File: config.mk
export PLATFORM = sky130hd
export DESIGN_NAME = dirty_tracker
export DESIGN_NICKNAME = d
export VERILOG_FILES = /design/src/rtl/dirty_tracker.sv
export SDC_FILE = /design/constraint.sdc
export NUM_CORES = 1
export LEC_CHECK = 0
export CELL_PAD_IN_SITES_DETAIL_PLACEMENT = 1
export CELL_PAD_IN_SITES_GLOBAL_PLACEMENT = 1
export CORE_MARGIN = 4
export CORE_UTILIZATION = 35
export CTS_BUF_LIST = sky130_fd_sc_hd__clkbuf_16
export DETAILED_ROUTE_END_ITERATION = 16
export PLACE_DENSITY_LB_ADDON = 0.1
export SLEW_MARGIN = 30
export SYNTH_ARGS = -nofsm -noshare
export SYNTH_HDL_FRONTEND = slang
export SYNTH_SLANG_ARGS = --single-unit
File: constraint.sdc
create_clock -name clock -period 2.84 [get_ports clock]
set_input_delay 0.284 -clock clock [delete_from_list [all_inputs] [get_ports clock]]
set_output_delay 0.284 -clock clock [all_outputs]
set_load 0.1 [all_outputs]
File: src/rtl/dirty_tracker.sv
// dirty_tracker: per-line dirty/valid tracking with an evict/write-back FSM; line updates land one edge after the request.
// wbReq is held until wbAck (no timeout); evictReq while busy is dropped; DIRTY_TRACKER_FLUSH_EN adds a flush scan.
module dirty_tracker #(
  parameter int NUM_LINES = 4,
  parameter int IDX_W     = 2
) (
  input  logic                 clock,
  input  logic                 resetn,
  input  logic                 cpuWren,
  input  logic [IDX_W-1:0]     cpuIdx,
  input  logic                 fillWren,
  input  logic [IDX_W-1:0]     fillIdx,
  input  logic                 evictReq,
  input  logic [IDX_W-1:0]     evictIdx,
  input  logic                 wbAck,
  output logic                 wbReq,
  output logic [IDX_W-1:0]     wbIdx,
  output logic                 evictDone,
  output logic                 busy,
  output logic [NUM_LINES-1:0] dirty,
  output logic [NUM_LINES-1:0] valid,
`ifdef DIRTY_TRACKER_FLUSH_EN
  input  logic                 flushReq,
  output logic                 flushDone,
`endif
  output logic [IDX_W:0]       dirtyCount
);

`ifdef DIRTY_TRACKER_FLUSH_EN
  typedef enum logic [1:0] {IDLE, WB, DONE, FLUSH_SCAN} state_t;
  localparam logic [IDX_W-1:0] LAST_IDX = IDX_W'(NUM_LINES - 1);
  logic             flushing;
  logic [IDX_W-1:0] scan_idx;
`else
  typedef enum logic [1:0] {IDLE, WB, DONE} state_t;
`endif

  state_t           state;
  logic [IDX_W-1:0] line_idx;
  logic             rewritten;

  logic                 cpu_hit_wb;
  logic                 ack_clr;
  logic                 inval;
  logic [NUM_LINES-1:0] dirty_nxt;
  logic [NUM_LINES-1:0] valid_nxt;
  logic [IDX_W:0]       cnt_nxt;

  // A CPU write to the line under eviction keeps it dirty and valid: its new data postdates the write-back.
  assign cpu_hit_wb = cpuWren && (cpuIdx == wbIdx);
  assign ack_clr    = (state == WB) && wbAck && !rewritten && !cpu_hit_wb;
  assign inval      = (state == DONE) && !rewritten;

  always_comb begin
    dirty_nxt = dirty;
    valid_nxt = valid;
    cnt_nxt   = '0;
    for (int i = 0; i < NUM_LINES; i++) begin
      if (ack_clr && (wbIdx == IDX_W'(i)))
        dirty_nxt[i] = 1'b0;
      if (inval && (line_idx == IDX_W'(i)))
        valid_nxt[i] = 1'b0;
      if (fillWren && (fillIdx == IDX_W'(i))) begin
        valid_nxt[i] = 1'b1;
        dirty_nxt[i] = 1'b0;
      end
      if (cpuWren && (cpuIdx == IDX_W'(i))) begin
        valid_nxt[i] = 1'b1;
        dirty_nxt[i] = 1'b1;
      end
      cnt_nxt = cnt_nxt + {{IDX_W{1'b0}}, dirty_nxt[i]};
    end
  end

  always_ff @(posedge clock or negedge resetn) begin
    if (!resetn) begin
      dirty      <= '0;
      valid      <= '0;
      dirtyCount <= '0;
    end else begin
      dirty      <= dirty_nxt;
      valid      <= valid_nxt;
      dirtyCount <= cnt_nxt;
    end
  end

  always_ff @(posedge clock or negedge resetn) begin
    if (!resetn) begin
      state     <= IDLE;
      wbReq     <= 1'b0;
      wbIdx     <= '0;
      line_idx  <= '0;
      rewritten <= 1'b0;
      evictDone <= 1'b0;
      busy      <= 1'b0;
`ifdef DIRTY_TRACKER_FLUSH_EN
      flushing  <= 1'b0;
      scan_idx  <= '0;
      flushDone <= 1'b0;
`endif
    end else begin
      evictDone <= 1'b0;
`ifdef DIRTY_TRACKER_FLUSH_EN
      flushDone <= 1'b0;
`endif
      case (state)
        IDLE: begin
          if (evictReq) begin
            busy      <= 1'b1;
            line_idx  <= evictIdx;
            rewritten <= cpuWren && (cpuIdx == evictIdx);
            if (dirty[evictIdx]) begin
              state <= WB;
              wbReq <= 1'b1;
              wbIdx <= evictIdx;
            end else begin
              state <= DONE;
            end
          end
`ifdef DIRTY_TRACKER_FLUSH_EN
          else if (flushReq) begin
            state    <= FLUSH_SCAN;
            busy     <= 1'b1;
            flushing <= 1'b1;
            scan_idx <= '0;
          end
`endif
        end
        WB: begin
          if (cpu_hit_wb)
            rewritten <= 1'b1;
          if (wbAck) begin
            wbReq <= 1'b0;
`ifdef DIRTY_TRACKER_FLUSH_EN
            if (flushing) begin
              if (scan_idx == LAST_IDX) begin
                state     <= IDLE;
                busy      <= 1'b0;
                flushing  <= 1'b0;
                flushDone <= 1'b1;
              end else begin
                state    <= FLUSH_SCAN;
                scan_idx <= scan_idx + IDX_W'(1);
              end
            end else begin
              state <= DONE;
            end
`else
            state <= DONE;
`endif
          end
        end
        DONE: begin
          state     <= IDLE;
          busy      <= 1'b0;
          evictDone <= 1'b1;
          rewritten <= 1'b0;
        end
`ifdef DIRTY_TRACKER_FLUSH_EN
        FLUSH_SCAN: begin
          // Flush writes back but never invalidates, so it bypasses DONE.
          if (dirty[scan_idx]) begin
            state     <= WB;
            wbReq     <= 1'b1;
            wbIdx     <= scan_idx;
            line_idx  <= scan_idx;
            rewritten <= cpuWren && (cpuIdx == scan_idx);
          end else if (scan_idx == LAST_IDX) begin
            state     <= IDLE;
            busy      <= 1'b0;
            flushing  <= 1'b0;
            flushDone <= 1'b1;
          end else begin
            scan_idx <= scan_idx + IDX_W'(1);
          end
        end
`endif
        default: begin
          state <= IDLE;
          busy  <= 1'b0;
          wbReq <= 1'b0;
        end
      endcase
    end
  end

endmodule
### Yosys cells after proc, flatten, opt, wreduce, memory -nomap -nowiden

Index checks and enable logic that the tools add are counted.

* word-level logic and storage cells: 119
* output and inout bits: 16
* bits in registers: 21

* add/sub/neg operators: 3
* bitwise operators: 2
* magnitude comparators: 1
* mux-type cells: 40
* reductions and logical operators: 40
* equality and inequality tests: 20

Operators with widths (count)
* 1-bit two-way mux: 32
* 1-bit logical AND: 22
* 2-bit == test, second input constant: 9
* 3-bit nonzero test: 5
* 2-bit by 1-bit == test with 1-bit output, second input constant: 5
* 2-bit zero test: 5
* 2-bit != test, second input constant: 4
* 2-bit two-way mux: 3
* 1-bit case mux with 3 select lines: 2
* 2-bit AND reduction: 3
* 3-bit AND reduction: 2
* 2-bit == test: 2
* 2-bit case mux with 2 select lines: 1
* 4-bit AND reduction: 1
* 2-bit by 1-bit adder with 3-bit output: 1
* 3-bit by 1-bit adder with 3-bit output: 1
* 2-bit by 3-bit < comparator with 1-bit output, second input constant: 1
* 1-bit by 1-bit adder with 2-bit output: 1
* 1-bit binary-select mux with 2-bit select: 1
* 1-bit zero test: 2
* 1-bit NOT: 2
* 1-bit case mux with 2 select lines: 1

### Logic depth before layout (Yosys ltp)

Gate-level depths: netlist (run 1).

* word-level depth: 11
* depth in mapped cells: 8
* depth with buffers taken out: 8

### Worst setup path after synthesis (run 1)

Ideal clock, no wire load.

* kind: reg-to-reg
* from: reg wbIdx[1]
* to: reg dirtyCount[1]
* cell stages (with the launch flop): 7
* path buffers: 0
* path slack: 0.072 ns
* data required time: 2.714 ns
* arrival time: 2.642 ns
* period minus slack after synthesis: 2.768 ns
* path through: dfrtp_1 xnor2_1 a311oi_1 o22ai_1 fa_1 ha_1 ha_1

* longest elaborated chain between the ends: 11

RTL lines
* from (decl): line 17 `output logic [IDX_W-1:0] wbIdx,`
* from (signal assigned): line 115 `wbIdx <= evictIdx;`
* 2-bit == test: line 50 `assign cpu_hit_wb = cpuWren && (cpuIdx == wbIdx);`
* 1-bit logical AND: line 50
* 1-bit zero test: line 51 `assign ack_clr = (state == WB) && wbAck && !rewritten && !cpu_hit_wb;`
* 1-bit logical AND: line 51
* 1-bit logical AND *: line 59 `if (ack_clr && (wbIdx == IDX_W'(i)))`
* 1-bit two-way mux *: line 59
* 1-bit two-way mux *: line 63 `if (fillWren && (fillIdx == IDX_W'(i))) begin`
* 1-bit two-way mux *: line 67 `if (cpuWren && (cpuIdx == IDX_W'(i))) begin`
* net dirty_nxt[0]: line 45 `logic [NUM_LINES-1:0] dirty_nxt;`
* 1-bit by 1-bit adder with 2-bit output *: line 71 `cnt_nxt = cnt_nxt + {{IDX_W{1'b0}}, dirty_nxt[i]};`
* 2-bit by 1-bit adder with 3-bit output *: line 71
* 3-bit by 1-bit adder with 3-bit output *: line 71
* net cnt_nxt[1]: line 47 `logic [IDX_W:0] cnt_nxt;`
* to (signal assigned): line 83 `dirtyCount <= cnt_nxt;`
* to (decl): line 26 `output logic [IDX_W:0] dirtyCount`

The timed path passes the listed nets; every way through them passes the cells marked *.
A chain may end at the register's enable or synchronous reset.

### Worst setup path in the final report (run 1)

* from: reg state[1]
* to: reg dirtyCount[1]

* longest elaborated chain between the ends: 11

RTL lines
* from (decl): line 38 `state_t state;`
* from (signal assigned): line 89 `state <= IDLE;`
* from (signal assigned): line 113 `state <= WB;`
* from (signal assigned): line 117 `state <= DONE;`
* 2-bit by 1-bit == test with 1-bit output: line 51
* 1-bit logical AND (3 in a row): line 51
* 1-bit logical AND: line 59
* 1-bit two-way mux: line 59
* 1-bit two-way mux: line 63
* 1-bit two-way mux: line 67
* net dirty_nxt[1]: line 45
* 1-bit by 1-bit adder with 2-bit output: line 71
* 2-bit by 1-bit adder with 3-bit output: line 71
* 3-bit by 1-bit adder with 3-bit output: line 71
* net cnt_nxt[1]: line 47

The timed path passes the listed nets, and every way through them passes these cells.

==> metrics.cfg, run 1 <==
[logic_synthesis]
synth-seq-area-share = 0.475
syn_inst = 101
syn_area_sq_um = 1110
synth_nets = 120
yosysWarnings = 0
avgSynthCellArea_sq_um = 11.0
ys_seq_elements = 21
ys_types = 31

[critical_path]
crit_top_cell = ha_1
critPathKind = flip-flop to flip-flop
slowest_delay_ns = 0.47
crit_arrival_ns = 2.68
cp-start-kind = flip-flop
cp-end-kind = flip-flop
cpMaxStageDelayCell = fa_1
crit_chain = inv_1, ha_1, nand4bb_1, a311oi_1, o22ai_1, fa_1, ha_1, ha_1
cp.required_ns = 2.98
cp_max_fo = 7

[die]
initial_core_util = 0.366
core-area_sq_um = 3030
die_h_microns = 64.2
ioPinCount = 28
row_count = 20
design.die.area_sq_um = 4130
die_x_microns = 64.2

[routing]
vias = 910
vias_per_cell = 5.20
firstDrtPassIters = 4
wl_per_cell_microns = 16.9
ant_nets = 0
drcViolationCount = 0
drtIter0Drc = 30
routed_wl_microns = 2950

[final_layout]
final_cell_mix = 21 x dfrtp_1, 18 x buf_4, 11 x clkdlybuf4s50_1, 7 x inv_1
nFillCells = 328
final_common_cell = dfrtp_1
finalNetCount = 151
areaGrowthSynthToFinish_pct = 33.1
antenna_cells = 0
drive_above_1_share = 0.191

[clock_network]
clock_latency_ns = 0.25
cts_resized = 0
clk_path_buf_depth = 2
cts_tree = done
hold_buffers = 0
root_buffer = clkbuf_16
htreeDepth = 1
cts-buffers-inserted = 3
clk_pin_slew_ns = 0.06
postCtsSetupRepairBufs = 0
clock_sinks = 21

[global_route]
grt_overflow_total = 0
grt_max_degree = 22
grt_pass1_vias = 988
grt_pass1_wl_microns = 4950
grt_antenna_before_repair = 0
grtUsageTotal = 0.156

[sta]
worst_pin_slew_ns = 0.465
rsz0062_at_grt = false
setup_viol = 0
max_slew_margin = 0.687
finClkSkew_ns = 0.00145
slew_violations = 0
finalCriticalPeriod_ns = 2.54
finalSetupTns_ns = 0
hold_viol = 0
period_share = 0.894
fmax_mhz = 394

[outcome]
status = finished, final reports clean

[place]
portBuffers = 27
dp_hpwl_microns = 2320
routabilityCongestion = 0.820

[worst_hold_path]
hp-class = input port to async pin

[flow_run]
cap_violations = 0

==> through the flow <==
step                      area [sq um]  worst slack, ns  hold slack, ns  std cells  utilization
final                             1470            0.301           0.369        175        0.487
after global routing              1470            0.108           0.395        175        0.487
after CTS                         1470            0.318           0.381        175        0.487
after detailed placement          1390            0.215           0.491        171        0.460
after global placement            1390            0.322           0.501        171        0.460
after floorplan                   1110           0.0724         -0.0116        101            -
==> layout make-up <==
class,count,area (sq um),area share
well taps,44,55.1,0.0374
multi-input cells,69,538,0.365
inverters,8,30.0,0.0204
clock buffers,3,75.1,0.0509
flip-flops and latches,21,526,0.357
repair buffers,29,245,0.166
clock inverters,1,5.00,0.00340
==> Yosys cell counts <==
| master | number | share of area |
|---|---|---|
| o211ai_1 | 1 | 0.0068 |
| nand3_1 | 4 | 0.018 |
| a311oi_1 | 6 | 0.047 |
| clkbuf_1 | 1 | 0.0034 |
| fa_1 | 1 | 0.018 |
| o22ai_1 | 2 | 0.011 |
| dfrtp_1 | 21 | 0.47 |
| o32a_1 | 1 | 0.0090 |
| o21ai_0 | 5 | 0.023 |
| a31o_1 | 1 | 0.0079 |
| ha_1 | 6 | 0.068 |
| xnor2_1 | 4 | 0.032 |
| nand4bb_1 | 1 | 0.010 |
| nor2_1 | 3 | 0.010 |
| nand4b_1 | 1 | 0.0079 |
| nor2b_1 | 4 | 0.023 |
| o41ai_1 | 2 | 0.016 |
| nand2b_1 | 3 | 0.017 |
| o21ai_1 | 4 | 0.018 |
| nand3_2 | 1 | 0.0090 |
| mux4_2 | 1 | 0.020 |
| o221ai_1 | 2 | 0.016 |
| inv_1 | 7 | 0.024 |
| inv_2 | 1 | 0.0034 |
| nand3b_1 | 1 | 0.0068 |
| nand2_1 | 6 | 0.020 |
| a21oi_1 | 2 | 0.0090 |
| and4_1 | 1 | 0.0079 |
| a211oi_1 | 2 | 0.014 |
| buf_2 | 2 | 0.0090 |
| mux2_1 | 4 | 0.041 |
==> state kept, by name, indices dropped and copies added, names as in the netlist <==
name        count
valid           4
dirtyCount      3
rewritten       1
dirty           4
busy            1
line_idx        2
wbReq           1
wbIdx           2
evictDone       1
state           2
==> cell families after synthesis <==
| logic type | synth area share |
|---|---|
| buffers and inverters | 0.0395 |
| muxes | 0.0610 |
| adders and majority gates | 0.0859 |
| xor gates and xnor gates | 0.0316 |
| AOI/OAI and AO/OA | 0.177 |
| and+or+nand+nor | 0.130 |
| DFF | 0.475 |
==> worst paths after layout <==
path	from	end	slack (ns)	cells after the start
worst max-delay path	state[1]$_DFFE_PN0P_	dirtyCount[1]$_DFF_PN0_	0.30	8
worst min-delay path	resetn	state[0]$_DFFE_PN0P_	0.37	2
worst max register to register	state[1]$_DFFE_PN0P_	dirtyCount[1]$_DFF_PN0_	0.30	8
worst min register to register	wbReq$_DFFE_PN0P_	wbReq$_DFFE_PN0P_	0.50	1
max in group asynchronous	resetn	evictDone$_DFF_PN0_	2.25	2
min in group clock	wbReq$_DFFE_PN0P_	wbReq$_DFFE_PN0P_	0.50	1
==> worst max-delay path, delay by kind of cell (launching register included) <==
family | cells | cell delay, ns
and+or+nand+nor | 1 | 0.19
adders and majority gates | 4 | 1.22
AOI/OAI and AO/OA | 2 | 0.51
buffers and inverters | 1 | 0.09
DFF | 1 | 0.42
==> layer usage <==
metal	track usage	share of wire	wire length, microns	vias up
met3	0.0316	0.029	87	5
met5	0	0	0	-
met2	0.273	0.50	1480	16
met1	0.196	0.46	1350	452
li1	-	-	-	437
met4	0.0396	0.012	36	0
Power of run 1 is left out: the tool's default activity adds up to more than one toggle a clock period on the data nets, which glitch-free logic cannot reach.
==> run 2, diff against run 1 <==
--- a/config.mk
+++ b/config.mk
@@ -5,6 +5,7 @@
 export SDC_FILE = /design/constraint.sdc
 export NUM_CORES = 1
 export LEC_CHECK = 0
+export ABC_AREA = 1
 export CELL_PAD_IN_SITES_DETAIL_PLACEMENT = 1
 export CELL_PAD_IN_SITES_GLOBAL_PLACEMENT = 1
 export CORE_MARGIN = 4
@@ -12,6 +13,7 @@
 export CTS_BUF_LIST = sky130_fd_sc_hd__clkbuf_16
 export DETAILED_ROUTE_END_ITERATION = 16
 export PLACE_DENSITY_LB_ADDON = 0.1
+export SETUP_SLACK_MARGIN = 0.5
 export SLEW_MARGIN = 30
 export SYNTH_ARGS = -nofsm -noshare
 export SYNTH_HDL_FRONTEND = slang
==> run 2 against run 1 <==
  * First-iteration DRC count grew 10%
  * Global-route usage rose by 1.2 points
  * Critical path depth grew 2
  * Wire length grew 8.2%
  * Hold slack better by 0.022 ns
  * Synthesized cell count grew 51%
  * Register-to-register slack improved by 0.31 ns
  * Non-clock buffer count increased by 1
  * Final area up 7.6%
==> metrics.cfg, run 2 <==
[sta]
finalCriticalPeriod_ns = 2.23  ; was 2.54 ns
worst_pin_slew_ns = 0.287  ; was 0.465 ns
hold_viol = 0  ; unchanged
max_slew_margin = 0.809  ; was 0.687
setup_viol = 0  ; unchanged
period_share = 0.784  ; was 0.894
rsz0062_at_grt = false  ; unchanged
fmax_mhz = 449  ; was 394 MHz
finClkSkew_ns = 0.00182  ; was 0.00145 ns
slew_violations = 0  ; unchanged
finalSetupTns_ns = 0  ; unchanged

[logic_synthesis]
avgSynthCellArea_sq_um = 7.65  ; was 11.0 sq um
ys_types = 18  ; was 31
synthArstFlopShare = 1.00  ; unchanged
synth-edff-count = 0  ; unchanged
synth_nets = 172  ; was 120
synth_top_cell_by_area = dfrtp_1  ; unchanged
synth_top_area_frac = 0.449  ; was 0.475
yosysWarnings = 0  ; unchanged
yosysMostFrequentCell = nand2_1  ; was dfrtp_1
synth_ff_type = dfrtp_1  ; unchanged
synth.top_cells.by_count = 52 x nand2_1, 21 x dfrtp_1, 18 x inv_1, 18 x nand3_1, 13 x nor2_1  ; was 21 x dfrtp_1, 7 x inv_1, 6 x a311oi_1, 6 x ha_1, 6 x nand2_1
ys_seq_elements = 21  ; unchanged
ys_top_cells_by_area = dfrtp_1 45%, nand2_1 17%, nand3_1 7.7%, ha_1 6.4%, inv_1 5.8%  ; was dfrtp_1 47%, ha_1 6.8%, a311oi_1 4.7%, mux2_1 4.1%, xnor2_1 3.2%
synth-seq-area-share = 0.449  ; was 0.475
syn_area_sq_um = 1170  ; was 1110 sq um
syn_inst = 153  ; was 101

[global_route]
met1_usage = 0.233  ; was 0.196
grt_antenna_before_repair = 0  ; unchanged
grt_overflow_total = 0  ; unchanged
grtUsageMet3 = 0.0238  ; was 0.0316
grt_pass1_wl_microns = 5580  ; was 4950 microns
grtUsageTotal = 0.169  ; was 0.156
met2_usage = 0.282  ; was 0.273
top_usage_layer = met2  ; unchanged
grt_max_degree = 22  ; unchanged
grt_pass1_vias = 1213  ; was 988

[final_layout]
final_common_cell = nand2_1  ; was dfrtp_1
drive_above_1_share = 0.193  ; was 0.191
finalNetCount = 207  ; was 151
nFillCells = 400  ; was 328
areaGrowthSynthToFinish_pct = 35.4  ; was 33.1%
stdcell_count = 231  ; was 175
fin_util = 0.507  ; was 0.487
final_cell_mix = 52 x nand2_1, 19 x dfrtp_1, 19 x buf_4, 18 x inv_1, 18 x nand3_1  ; was 21 x dfrtp_1, 18 x buf_4, 11 x clkdlybuf4s50_1, 7 x inv_1
antenna_cells = 0  ; unchanged
largestRegisters = dirty (4), valid (4), dirtyCount (3)  ; unchanged

[die]
core-area_sq_um = 3130  ; was 3030 sq um
die_x_microns = 65.8  ; was 64.2 microns
die_h_microns = 65.8  ; was 64.2 microns
initial_core_util = 0.374  ; was 0.366
ioPinCount = 28  ; unchanged
row_count = 20  ; unchanged
design.die.area_sq_um = 4340  ; was 4130 sq um

[critical_path]
cp_max_fo = 6  ; was 7
cp-end-kind = flip-flop  ; unchanged
cp.required_ns = 2.97  ; was 2.98 ns
critPathKind = flip-flop to flip-flop  ; unchanged
cp-start-kind = flip-flop  ; unchanged
reg2reg_slack_ns = 0.61  ; was 0.30 ns
crit_arrival_ns = 2.36  ; was 2.68 ns

[place]
portBuffers = 27  ; unchanged
dp_hpwl_microns = 2600  ; was 2320 microns
dp.cells = 225  ; was 171
routabilityCongestion = 0.860  ; was 0.820

[routing]
ant_nets = 0  ; unchanged
drtIter0Drc = 33  ; was 30
routed_wl_microns = 3200  ; was 2950 microns
drcViolationCount = 0  ; unchanged
vias = 1097  ; was 910
firstDrtPassIters = 4  ; unchanged
wl_per_cell_microns = 13.8  ; was 16.9 microns
vias_per_cell = 4.75  ; was 5.20

[clock_network]
htreeDepth = 1  ; unchanged
cts-buffers-inserted = 3  ; unchanged
clock_latency_ns = 0.25  ; about the same
clock_sinks = 21  ; unchanged
cts_tree = done  ; unchanged
clk_pin_slew_ns = 0.06  ; about the same
hold_buffers = 0  ; unchanged
clk_path_buf_depth = 2  ; unchanged
root_buffer = clkbuf_16  ; unchanged

[worst_hold_path]
hp-class = input port to async pin  ; unchanged

[outcome]
status = finished, final reports clean  ; unchanged

[flow_run]
cap_violations = 0  ; unchanged

## run 2: cells by family (layout without fill, tap and decap cells)
family          count (synthesis)  in the layout  share of synthesized area
fa+ha+maj                       7              7                     0.0812
flops                          21             21                      0.449
simple gates                   93             93                      0.341
compound gates                 11             11                     0.0620
buf+inv                        21             55                     0.0673
## run 2: through the flow
stage,area [sq um],setup WS (ns),hold WS (ns)
2_1_floorplan,1170,0.536,-0.0116
3_3_place_gp,1470,0.426,0.469
3_5_place_dp,1470,0.333,0.477
4_1_cts,1560,0.503,0.400
5_1_grt,1590,0.514,0.429
6_report,1590,0.613,0.391
## run 2: timing repair
action                     in CTS  in global routing
gates resized for setup         2                  5
buffers inserted                0                  2
setup endpoints to repair       2                  2
gates cloned                    0                  0
## run 2: layout make-up
type | count | area, sq um | share of cell area
well taps | 44 | 55.1 | 0.0347
clock buffers | 3 | 75.1 | 0.0474
multi-input cells | 111 | 584 | 0.369
clock inverters | 1 | 3.75 | 0.00237
inverters | 21 | 78.8 | 0.0497
flip-flops and latches | 21 | 528 | 0.333
repair buffers | 30 | 260 | 0.164
## run 2: worst paths after layout
check | start | to | cells after the start
setup reg to reg | state[1]$_DFFE_PN0P_ | dirtyCount[1]$_DFF_PN0_ | 10
min in group clock | cpuIdx[1] | valid[3]$_DFFE_PN0P_ | 3
hold reg to reg | valid[3]$_DFFE_PN0P_ | valid[3]$_DFFE_PN0P_ | 2
hold / removal | resetn | state[0]$_DFFE_PN0P_ | 2
setup / recovery | state[1]$_DFFE_PN0P_ | dirtyCount[1]$_DFF_PN0_ | 10
max in group asynchronous | resetn | wbIdx[0]$_DFFE_PN0P_ | 2
## run 2: worst max-delay path, cell delays in order (launching register included)
cell and delay, ns:
dfrtp_1 0.41, inv_2 0.11, ha_4 0.17, nand2_1 0.09
nor2_4 0.13, nand3_1 0.09, nand2_1 0.06, nand2_1 0.08
fa_1 0.50, ha_1 0.20, ha_1 0.27
## run 2: metal layers
layer	share of wire	vias to the layer above
li1	-	550
met1	0.47	528
met2	0.49	17
met3	0.026	2
met4	0.0059	0
met5	0	-
Power of run 2 is left out for the same reason.
